## src/rtl/bcd_time_counter_pkg.sv

```systemverilog
// Shared constants and helpers for the BCD time-of-day counter.
// Field limits are two-digit BCD values; set_sel encodings select the edited field.
package bcd_time_counter_pkg;

  localparam logic [7:0] SEC_MAX  = 8'h59;
  localparam logic [7:0] MIN_MAX  = 8'h59;
  localparam logic [7:0] HOUR_MAX = 8'h23;

  localparam logic [1:0] SEL_SEC  = 2'b00;
  localparam logic [1:0] SEL_MIN  = 2'b01;
  localparam logic [1:0] SEL_HOUR = 2'b10;
  localparam logic [1:0] SEL_NONE = 2'b11;

  function automatic logic bcd_digit_valid(input logic [3:0] digit, input logic [3:0] max_digit);
    return digit <= max_digit;
  endfunction

  // Packing is {hT,hO,mT,mO,sT,sO}; hour ones limit tightens to 3 when hT is 2.
  function automatic logic bcd_time_valid(input logic [23:0] t);
    logic [3:0] ho_max;
    ho_max = (t[23:20] == 4'd2) ? 4'd3 : 4'd9;
    return bcd_digit_valid(t[23:20], 4'd2) && bcd_digit_valid(t[19:16], ho_max) &&
           bcd_digit_valid(t[15:12], 4'd5) && bcd_digit_valid(t[11:8], 4'd9) &&
           bcd_digit_valid(t[7:4], 4'd5)   && bcd_digit_valid(t[3:0], 4'd9);
  endfunction

endpackage

```

## src/rtl/bcd_mod_counter.sv

```systemverilog
// Two-digit BCD field counting 00..MAX with wrap in both directions.
// wrap flags an increment that takes the field from MAX back to 00.
module bcd_mod_counter #(
  parameter logic [7:0] MAX = 8'h59
) (
  input  logic       clk,
  input  logic       rst_n,
  input  logic       inc,
  input  logic       dec,
  input  logic       load,
  input  logic [7:0] value,
  output logic [7:0] q,
  output logic       wrap
);

  logic [7:0] q_q, q_d;
  logic       up, down;

  assign up   = inc & ~dec;
  assign down = dec & ~inc;

  always_comb begin
    q_d = q_q;
    if (load) begin
      q_d = value;
    end else if (up) begin
      if (q_q == MAX) begin
        q_d = 8'h00;
      end else if (q_q[3:0] == 4'd9) begin
        q_d = {q_q[7:4] + 4'd1, 4'd0};
      end else begin
        q_d = {q_q[7:4], q_q[3:0] + 4'd1};
      end
    end else if (down) begin
      if (q_q == 8'h00) begin
        q_d = MAX;
      end else if (q_q[3:0] == 4'd0) begin
        q_d = {q_q[7:4] - 4'd1, 4'd9};
      end else begin
        q_d = {q_q[7:4], q_q[3:0] - 4'd1};
      end
    end
  end

  always_ff @(posedge clk or negedge rst_n) begin
    if (!rst_n) begin
      q_q <= 8'h00;
    end else begin
      q_q <= q_d;
    end
  end

  assign q    = q_q;
  assign wrap = up & ~load & (q_q == MAX);

endmodule

```

## src/rtl/bcd_time_counter.sv

```systemverilog
// 24-hour BCD time-of-day counter with 1 Hz prescaler, manual field set and validated load.
// Chime/day pulses and load_err are registered one-cycle strobes.
module bcd_time_counter
  import bcd_time_counter_pkg::*;
#(
  parameter int unsigned TICK_DIV = 50000000
) (
  input  logic        clk,
  input  logic        rst_n,
  input  logic        en,
  input  logic        set_mode,
  input  logic [1:0]  set_sel,
  input  logic        inc,
  input  logic        dec,
  input  logic        load,
  input  logic [23:0] load_val,
  output logic [23:0] time_bcd,
  output logic        chime,
  output logic        day_pulse,
  output logic        load_err
);

  localparam int unsigned CntW = (TICK_DIV > 2) ? $clog2(TICK_DIV) : 1;
  localparam logic [CntW-1:0] CntMax = CntW'(TICK_DIV - 1);

  logic [CntW-1:0] cnt_q, cnt_d;
  logic            chime_q, day_q, err_q;
  logic            tick, load_ok, load_acc;
  logic            sel_sec, sel_min, sel_hour;
  logic            sec_inc, sec_dec, min_inc, min_dec, hour_inc, hour_dec;
  logic            sec_wrap, min_wrap, hour_wrap;
  logic [7:0]      sec_q, min_q, hour_q;

  assign tick     = en & ~set_mode & (cnt_q == CntMax);
  assign load_ok  = bcd_time_valid(load_val);
  assign load_acc = load & load_ok;

  assign sel_sec  = (set_sel == SEL_SEC);
  assign sel_min  = (set_sel == SEL_MIN);
  assign sel_hour = (set_sel == SEL_HOUR);

  // Any load, accepted or not, freezes the fields for this cycle.
  assign sec_inc  = ~load & (set_mode ? (inc & sel_sec)  : tick);
  assign min_inc  = ~load & (set_mode ? (inc & sel_min)  : (tick & sec_wrap));
  assign hour_inc = ~load & (set_mode ? (inc & sel_hour) : (tick & sec_wrap & min_wrap));
  assign sec_dec  = ~load & set_mode & dec & sel_sec;
  assign min_dec  = ~load & set_mode & dec & sel_min;
  assign hour_dec = ~load & set_mode & dec & sel_hour;

  always_comb begin
    cnt_d = cnt_q;
    if (load_acc || set_mode) begin
      cnt_d = '0;
    end else if (en) begin
      cnt_d = tick ? '0 : cnt_q + CntW'(1);
    end
  end

  always_ff @(posedge clk or negedge rst_n) begin
    if (!rst_n) begin
      cnt_q   <= '0;
      chime_q <= 1'b0;
      day_q   <= 1'b0;
      err_q   <= 1'b0;
    end else begin
      cnt_q   <= cnt_d;
      chime_q <= tick & ~load & sec_wrap & min_wrap;
      day_q   <= tick & ~load & sec_wrap & min_wrap & hour_wrap;
      err_q   <= load & ~load_ok;
    end
  end

  bcd_mod_counter #(
    .MAX (SEC_MAX)
  ) u_sec (
    .clk   (clk),
    .rst_n (rst_n),
    .inc   (sec_inc),
    .dec   (sec_dec),
    .load  (load_acc),
    .value (load_val[7:0]),
    .q     (sec_q),
    .wrap  (sec_wrap)
  );

  bcd_mod_counter #(
    .MAX (MIN_MAX)
  ) u_min (
    .clk   (clk),
    .rst_n (rst_n),
    .inc   (min_inc),
    .dec   (min_dec),
    .load  (load_acc),
    .value (load_val[15:8]),
    .q     (min_q),
    .wrap  (min_wrap)
  );

  bcd_mod_counter #(
    .MAX (HOUR_MAX)
  ) u_hour (
    .clk   (clk),
    .rst_n (rst_n),
    .inc   (hour_inc),
    .dec   (hour_dec),
    .load  (load_acc),
    .value (load_val[23:16]),
    .q     (hour_q),
    .wrap  (hour_wrap)
  );

  assign time_bcd  = {hour_q, min_q, sec_q};
  assign chime     = chime_q;
  assign day_pulse = day_q;
  assign load_err  = err_q;

endmodule

```

## config.mk

```make
export PLATFORM = sky130hd
export DESIGN_NAME = bcd_time_counter
export DESIGN_NICKNAME = d
export VERILOG_FILES = /design/src/rtl/bcd_time_counter_pkg.sv /design/src/rtl/bcd_mod_counter.sv /design/src/rtl/bcd_time_counter.sv
export SDC_FILE = /design/constraint.sdc
export NUM_CORES = 1
export LEC_CHECK = 0
export ABC_CLOCK_PERIOD_IN_PS = 3700
export BUFFER_PORTS_ARGS = -buffer_cell sky130_fd_sc_hd__buf_2
export CAP_MARGIN = 30
export CORE_ASPECT_RATIO = 2
export CORE_MARGIN = 1
export CORE_UTILIZATION = 55
export CTS_CLUSTER_DIAMETER = 150
export DETAILED_ROUTE_END_ITERATION = 7
export PLACE_DENSITY = 0.77
export SYNTH_ARGS = -nofsm -noshare
export SYNTH_HDL_FRONTEND = slang
export SYNTH_SLANG_ARGS = --single-unit
```

## constraint.sdc

```tcl
create_clock -name clk -period 3.7 [get_ports clk]
set_input_delay 1.11 -clock clk [delete_from_list [all_inputs] [get_ports clk]]
set_output_delay 1.11 -clock clk [all_outputs]
set_load 0.02 [all_outputs]
```

==> Yosys cells after proc, flatten, opt, wreduce, memory -nomap -nowiden <==
Index checks and enable logic that the tools add are counted.
W data, S select, Z words.
{ "word_totals": {"out_inout_bits": 27, "wordCells": 136, "inputBits": 33, "regBits": 53} }
{ "classes": {"muxes": 28, "bitwise": 43, "n_lt_le_gt_ge": 6, "eq_ne": 13, "add_sub_neg": 13, "reduce_logical": 23} }
{ "ops": {"columns": ["cell", "count"], "rows": [
  ["$mux W8", 21],
  ["$mux W26", 3],
  ["$and A1 B1 Y1", 33],
  ["$add A26 B1 Y26 const B", 1],
  ["$eq A26 B26 Y1 const B", 1],
  ["$add A4 B1 Y4 const B", 6],
  ["$logic_not A8 Y1", 3],
  ["$sub A4 B1 Y4 const B", 6],
  ["$eq A8 B7 Y1 const B", 2],
  ["$eq A4 B4 Y1 const B", 3],
  ["$logic_not A4 Y1", 3],
  ["$ne A4 B4 Y1 const B", 3],
  ["$reduce_bool A4 Y1", 3],
  ["$not A1 Y1", 10],
  ["$reduce_and A3 Y1", 3],
  ["$reduce_bool A3 Y1", 3],
  ["$eq A8 B6 Y1 const B", 1],
  ["$le A4 B3 Y1 const B", 2],
  ["$le A4 B4 Y1 const B", 2],
  ["$logic_and A1 B1 Y1", 5],
  ["$eq A4 B2 Y1 const B", 1],
  ["$le A4 B2 Y1 const B", 1],
  ["$le A4 B4 Y1", 1],
  ["$mux W4", 1],
  ["other kinds (6)", 8]
]} }

==> Depth between registers and ports, before layout <==
{ "depth": {"depth_word": 26, "ltp_mapped": 12, "ltp_nobuf": 10} }

==> Cells and area by module <==
From an unflattened synthesis, not the netlist that was laid out.
{ "unflattened": {"hier_cells": 503, "area_unflattened_um2": 4317.9} }
{ "modules_own_cells": {"columns": ["module", "instances", "area_each_um2", "cells_each"], "rows": [
  ["bcd_time_counter", 1, 1909.3, 220],
  ["bcd_mod_counter at u_min ...", 2, 809.5, 93],
  ["bcd_mod_counter at u_hour", 1, 789.5, 97]
]} }

==> Worst setup path before layout <==
Ideal clock, no wire load.
{ "synth_path": {"path_type": "input to register", "startpoint": "input load_val[23]", "endpoint": "register cnt_q[10]", "n_path_buf": 3, "t_arrival_ns": 3.838, "required_time_ns": 3.579, "setup_slack_ns": -0.259, "path_stages": 11, "path_cell_list": "or4b_2 inv_1 ha_1 o21a_1 o21ai_0 nor3b_1 or3_1 clkbuf_2 buf_4 buf_2 nor2_1"} }
{ "synth_via": {"elab_chain_cells": 11, "word_cells_on_any_way": 13, "cone_classes": "order compare: 2; eq/ne: 1; mux: 2; bitwise: 1; reduce/logical: 7"} }
{ "synth_lines": {"columns": ["item", "line_no", "text"], "rows": [
  ["start: declaration", "bcd_time_counter.sv:16", "input logic [23:0] load_val,"],
  ["$eq A4 B2 Y1", "bcd_time_counter_pkg.sv:21", "ho_max = (t[23:20] == 4'd2) ? 4'd3 : 4'd9;"],
  ["$mux W4", "bcd_time_counter_pkg.sv:21", null],
  ["$le A4 B4 Y1", "bcd_time_counter_pkg.sv:15", "return digit <= max_digit;"],
  ["$logic_and A1 B1 Y1 * (2 in series)", "bcd_time_counter_pkg.sv:22", "return bcd_digit_valid(t[23:20], 4'd2) && bcd_digit_valid(t[19:16], ho_max) &&"],
  ["$logic_and A1 B1 Y1 * (2 in series)", "bcd_time_counter_pkg.sv:23", "bcd_digit_valid(t[15:12], 4'd5) && bcd_digit_valid(t[11:8], 4'd9) &&"],
  ["$logic_and A1 B1 Y1 *", "bcd_time_counter_pkg.sv:24", "bcd_digit_valid(t[7:4], 4'd5) && bcd_digit_valid(t[3:0], 4'd9);"],
  ["$and A1 B1 Y1 *", "bcd_time_counter.sv:36", "assign load_acc = load & load_ok;"],
  ["$logic_or A1 B1 Y1 *", "bcd_time_counter.sv:52", "if (load_acc || set_mode) begin"],
  ["$mux W26 / $reduce_bool A2 Y1 (equally long branches)", null, null],
  ["end signal: assignment", "bcd_time_counter.sv:66", "cnt_q <= cnt_d;"],
  ["end: declaration", "bcd_time_counter.sv:26", "logic [CntW-1:0] cnt_q, cnt_d;"]
]} }
Mark *: on every way between the ends. The rest lies on a longest branch, timed or not.
A chain may end at the register's enable or synchronous reset.

==> Final worst setup path <==
{ "layout_path": {"startpoint": "input load_val[23]", "endpoint": "register cnt_q[23]"} }
Same word-level chain as after synthesis.

==> results.json <==
{
  "port_buffers": 59,
  "grt_usage": 0.317,
  "hp-class": "reg -> reg",
  "final_area_mm2": 0.00486,
  "syn_to_final_growth_pct": 17.1,
  "cts.sinks": 53,
  "drv_cap": 0,
  "route.vias.total": 4215,
  "status": "finished clean",
  "routed_wl_mm": 12.0,
  "clockRootBuffer": "clkbuf_16",
  "regArea_mm2": 0.00133,
  "fp.dieW_um": 63.5,
  "finalMaxSlewViolations": 0,
  "rsz0062_at_grt": "no",
  "synth-seq-cells": 53,
  "gp_congestion": 0.934,
  "cp_max_fo": 6,
  "place_area_mm2": 0.00473,
  "rr_worst_depth": 10,
  "fmax_mhz": 285,
  "p_total_mw": 2.56,
  "hold_buffers": 0,
  "syn_area_per_cell_um2": 8.29,
  "post_synth_num_cell_types": 77,
  "routed_via_density": 6.25,
  "wire_per_inst_um": 17.8,
  "multi_input_area_mm2": 0.00264,
  "ir_worst_vdd_mv": 0.373,
  "grt_pass1_vias": 4255,
  "min_period_ns": 3.51,
  "cts_max_level": 2,
  "antenna_found_initial": 0,
  "grt_max_degree": 35,
  "crit_type": "in -> reg",
  "hpwlAfterDp_mm": 9.30,
  "yosys_most_used_dff": "dfrtp_1",
  "fillers": 660,
  "fp.dieH_um": 125,
  "n_antenna_cell": 0,
  "fin_setup_tns_ns": 0,
  "fin_worst_skew_ns": 0.00823,
  "synth_edf_count": 0,
  "initial_core_util": 0.572,
  "clockBufferDepth": 2,
  "grt_overflow": 0,
  "antenna_left": 0,
  "coreArea_mm2": 0.00727,
  "syn_nets": 557,
  "tightest_slew_ns": 0.856,
  "worstReg2RegStart": "u_sec.q[1]",
  "die_area_mm2": 0.00793,
  "syn_area_mm2": 0.00415,
  "hp-start": "cnt_q[5]",
  "yosysSeqAreaShare": 0.319,
  "syn_inst": 501,
  "critPathLaunchType": "input port",
  "final_nets": 637,
  "drc": 0,
  "p_leak_nw": 2.16,
  "finalCritPeriodShare": 0.948,
  "hold_viol_final": 0,
  "required_ns": 3.89,
  "min_to": "cnt_q[5]",
  "maxSlewHeadroom": 0.428,
  "drive_gt1_frac": 0.210,
  "fin_util": 0.669,
  "ff2ff_setup_slack_ns": 0.69,
  "grt_pass1_wl_mm": 19.9,
  "numCtsBuffers": 5,
  "rows": 44,
  "cts_tree": "yes",
  "worstSkewPairLatency_ns": 0.30,
  "first_iter_violations": 228,
  "endpoint_kind": "flop",
  "async_flop_share": 1.00,
  "setup_viol": 0,
  "cp.arrival_ns": 3.70,
  "clk_pin_slew_ns": 0.06,
  "worstHoldPathCells": 1,
  "io_pins": 60,
  "r2r_end": "u_hour.q[6]",
  "power_density_mw_per_mm2": 526,
  "first_pass_iters": 7,
  "yosys_warnings": 0
}
-- kinds of logic after synthesis --
group | synth area share
and+or+nand+nor | 0.297
AOI/OAI and AO/OA | 0.187
DFF | 0.319
buffers and inverters | 0.0470
xor gates and xnor gates | 0.0485
adders and majority gates | 0.0693
muxes | 0.0319
-- worst max-delay path, stage by stage --
cell and delay (ns):
buf_2 0.10, or4b_2 0.72, inv_1 0.09, ha_1 0.24, nand4b_1 0.10, o21ai_1 0.15, nor3b_4 0.20, or3_1 0.35
nand2b_1 0.21, buf_4 0.18, o31ai_1 0.25
-- cells in the final DEF, fill, tap and decap left out, drive strengths merged, types with 4 or more instances in the layout --
| master | instances |
|---|---|
| o21ai | 26 |
| o31ai | 8 |
| a21oi | 23 |
| and2 | 4 |
| nor2 | 69 |
| and3 | 6 |
| nor3 | 13 |
| or3 | 4 |
| nand3b | 7 |
| dfrtp | 53 |
| a311oi | 5 |
| nand4 | 9 |
| clkbuf | 6 |
| nand4b | 4 |
| nor2b | 8 |
| a31oi | 8 |
| o32ai | 5 |
| ha | 23 |
| nand3 | 26 |
| inv | 24 |
| nor4 | 10 |
| nand2 | 47 |
| a211oi | 5 |
| xor2 | 14 |
| buf | 93 |
| nand2b | 7 |
| xnor2 | 9 |
| or2 | 4 |
| nor3b | 7 |
| mux2 | 8 |
-- timing repair --
item,CTS,global route
endpoints found under the setup margin,0,25
resized for setup,0,1
setup buffers,0,0
-- routing by layer --
metal	global-route usage	up-vias	wire length, um
met3	0.0375	47	423
met2	0.586	144	6530
met1	0.335	2030	4480
met5	0	-	0
li1	-	1994	-
met4	0.170	0	580
-- registers in the layout (all words and copies together), names as in the netlist --
| signal | count |
|---|---|
| cnt_q | 26 |
| u_hour.q | 8 |
| u_min.q | 8 |
| u_sec.q | 8 |
| chime | 1 |
| day_pulse | 1 |
| load_err | 1 |
-- cell type report --
class / count / share of cell area
timing repair buffer: 93 / 0.113
clock buffer: 6 / 0.0265
multi-input combinational: 404 / 0.543
clock inverter: 2 / 0.00206
sequential: 53 / 0.273
tap: 92 / 0.0237
inverter: 24 / 0.0185
-- how the worst max path moves through the flow --
stage                            start     endpoint  slack, ns  depth (start not counted)
after floorplan           load_val[23]    cnt_q[12]      0.004                         11
after global placement    load_val[23]    cnt_q[22]      -0.12                         12
after detailed placement  load_val[23]    cnt_q[22]      -0.21                         12
final                     load_val[23]    cnt_q[23]       0.19                         11
after CTS                 load_val[23]  u_hour.q[2]       0.07                         11
after global routing      load_val[23]     cnt_q[5]       0.03                         12
-- synth_stat cells (3+ instances only) --
master	count	share of area
and2_1	3	0.0045
mux2_2	7	0.019
a21oi_1	22	0.027
ha_1	23	0.069
inv_1	24	0.022
a311o_1	3	0.0072
clkbuf_1	10	0.0090
or3_1	3	0.0045
xor2_1	14	0.030
nand4_1	8	0.012
nor2b_1	8	0.012
o21ai_0	24	0.029
a221oi_1	3	0.0063
nor3_1	12	0.014
and3_1	6	0.0090
nand4b_1	4	0.0084
nand3b_1	6	0.011
xnor2_1	9	0.019
nor2_1	69	0.062
a31oi_1	8	0.012
nand2_1	47	0.042
nor3b_1	7	0.013
buf_2	5	0.0060
o32ai_1	5	0.011
a311oi_1	5	0.011
nand3_1	26	0.031
nor4_1	9	0.014
a22o_1	3	0.0063
dfrtp_1	53	0.32
nand2b_1	7	0.011
o31ai_1	8	0.014
a211oi_1	5	0.0090
-- where the power goes --
part / total, mW / internal (mW) / switching (mW)
Combinational: 1.19 / 0.493 / 0.692
Clock: 0.461 / 0.249 / 0.212
Sequential: 0.914 / 0.686 / 0.228
-- per-stage QoR --
| stage | setup WS (ns) | std cells | hold WS, ns |
|---|---|---|---|
| floorplan | 0.00376 | 501 | 0.459 |
| finish | 0.191 | 674 | 0.548 |
| global placement | -0.117 | 666 | 0.521 |
| CTS | 0.0745 | 674 | 0.546 |
| detailed placement | -0.213 | 666 | 0.534 |
| global route | 0.0259 | 674 | 0.563 |
(Power assumes the default switching activity.)
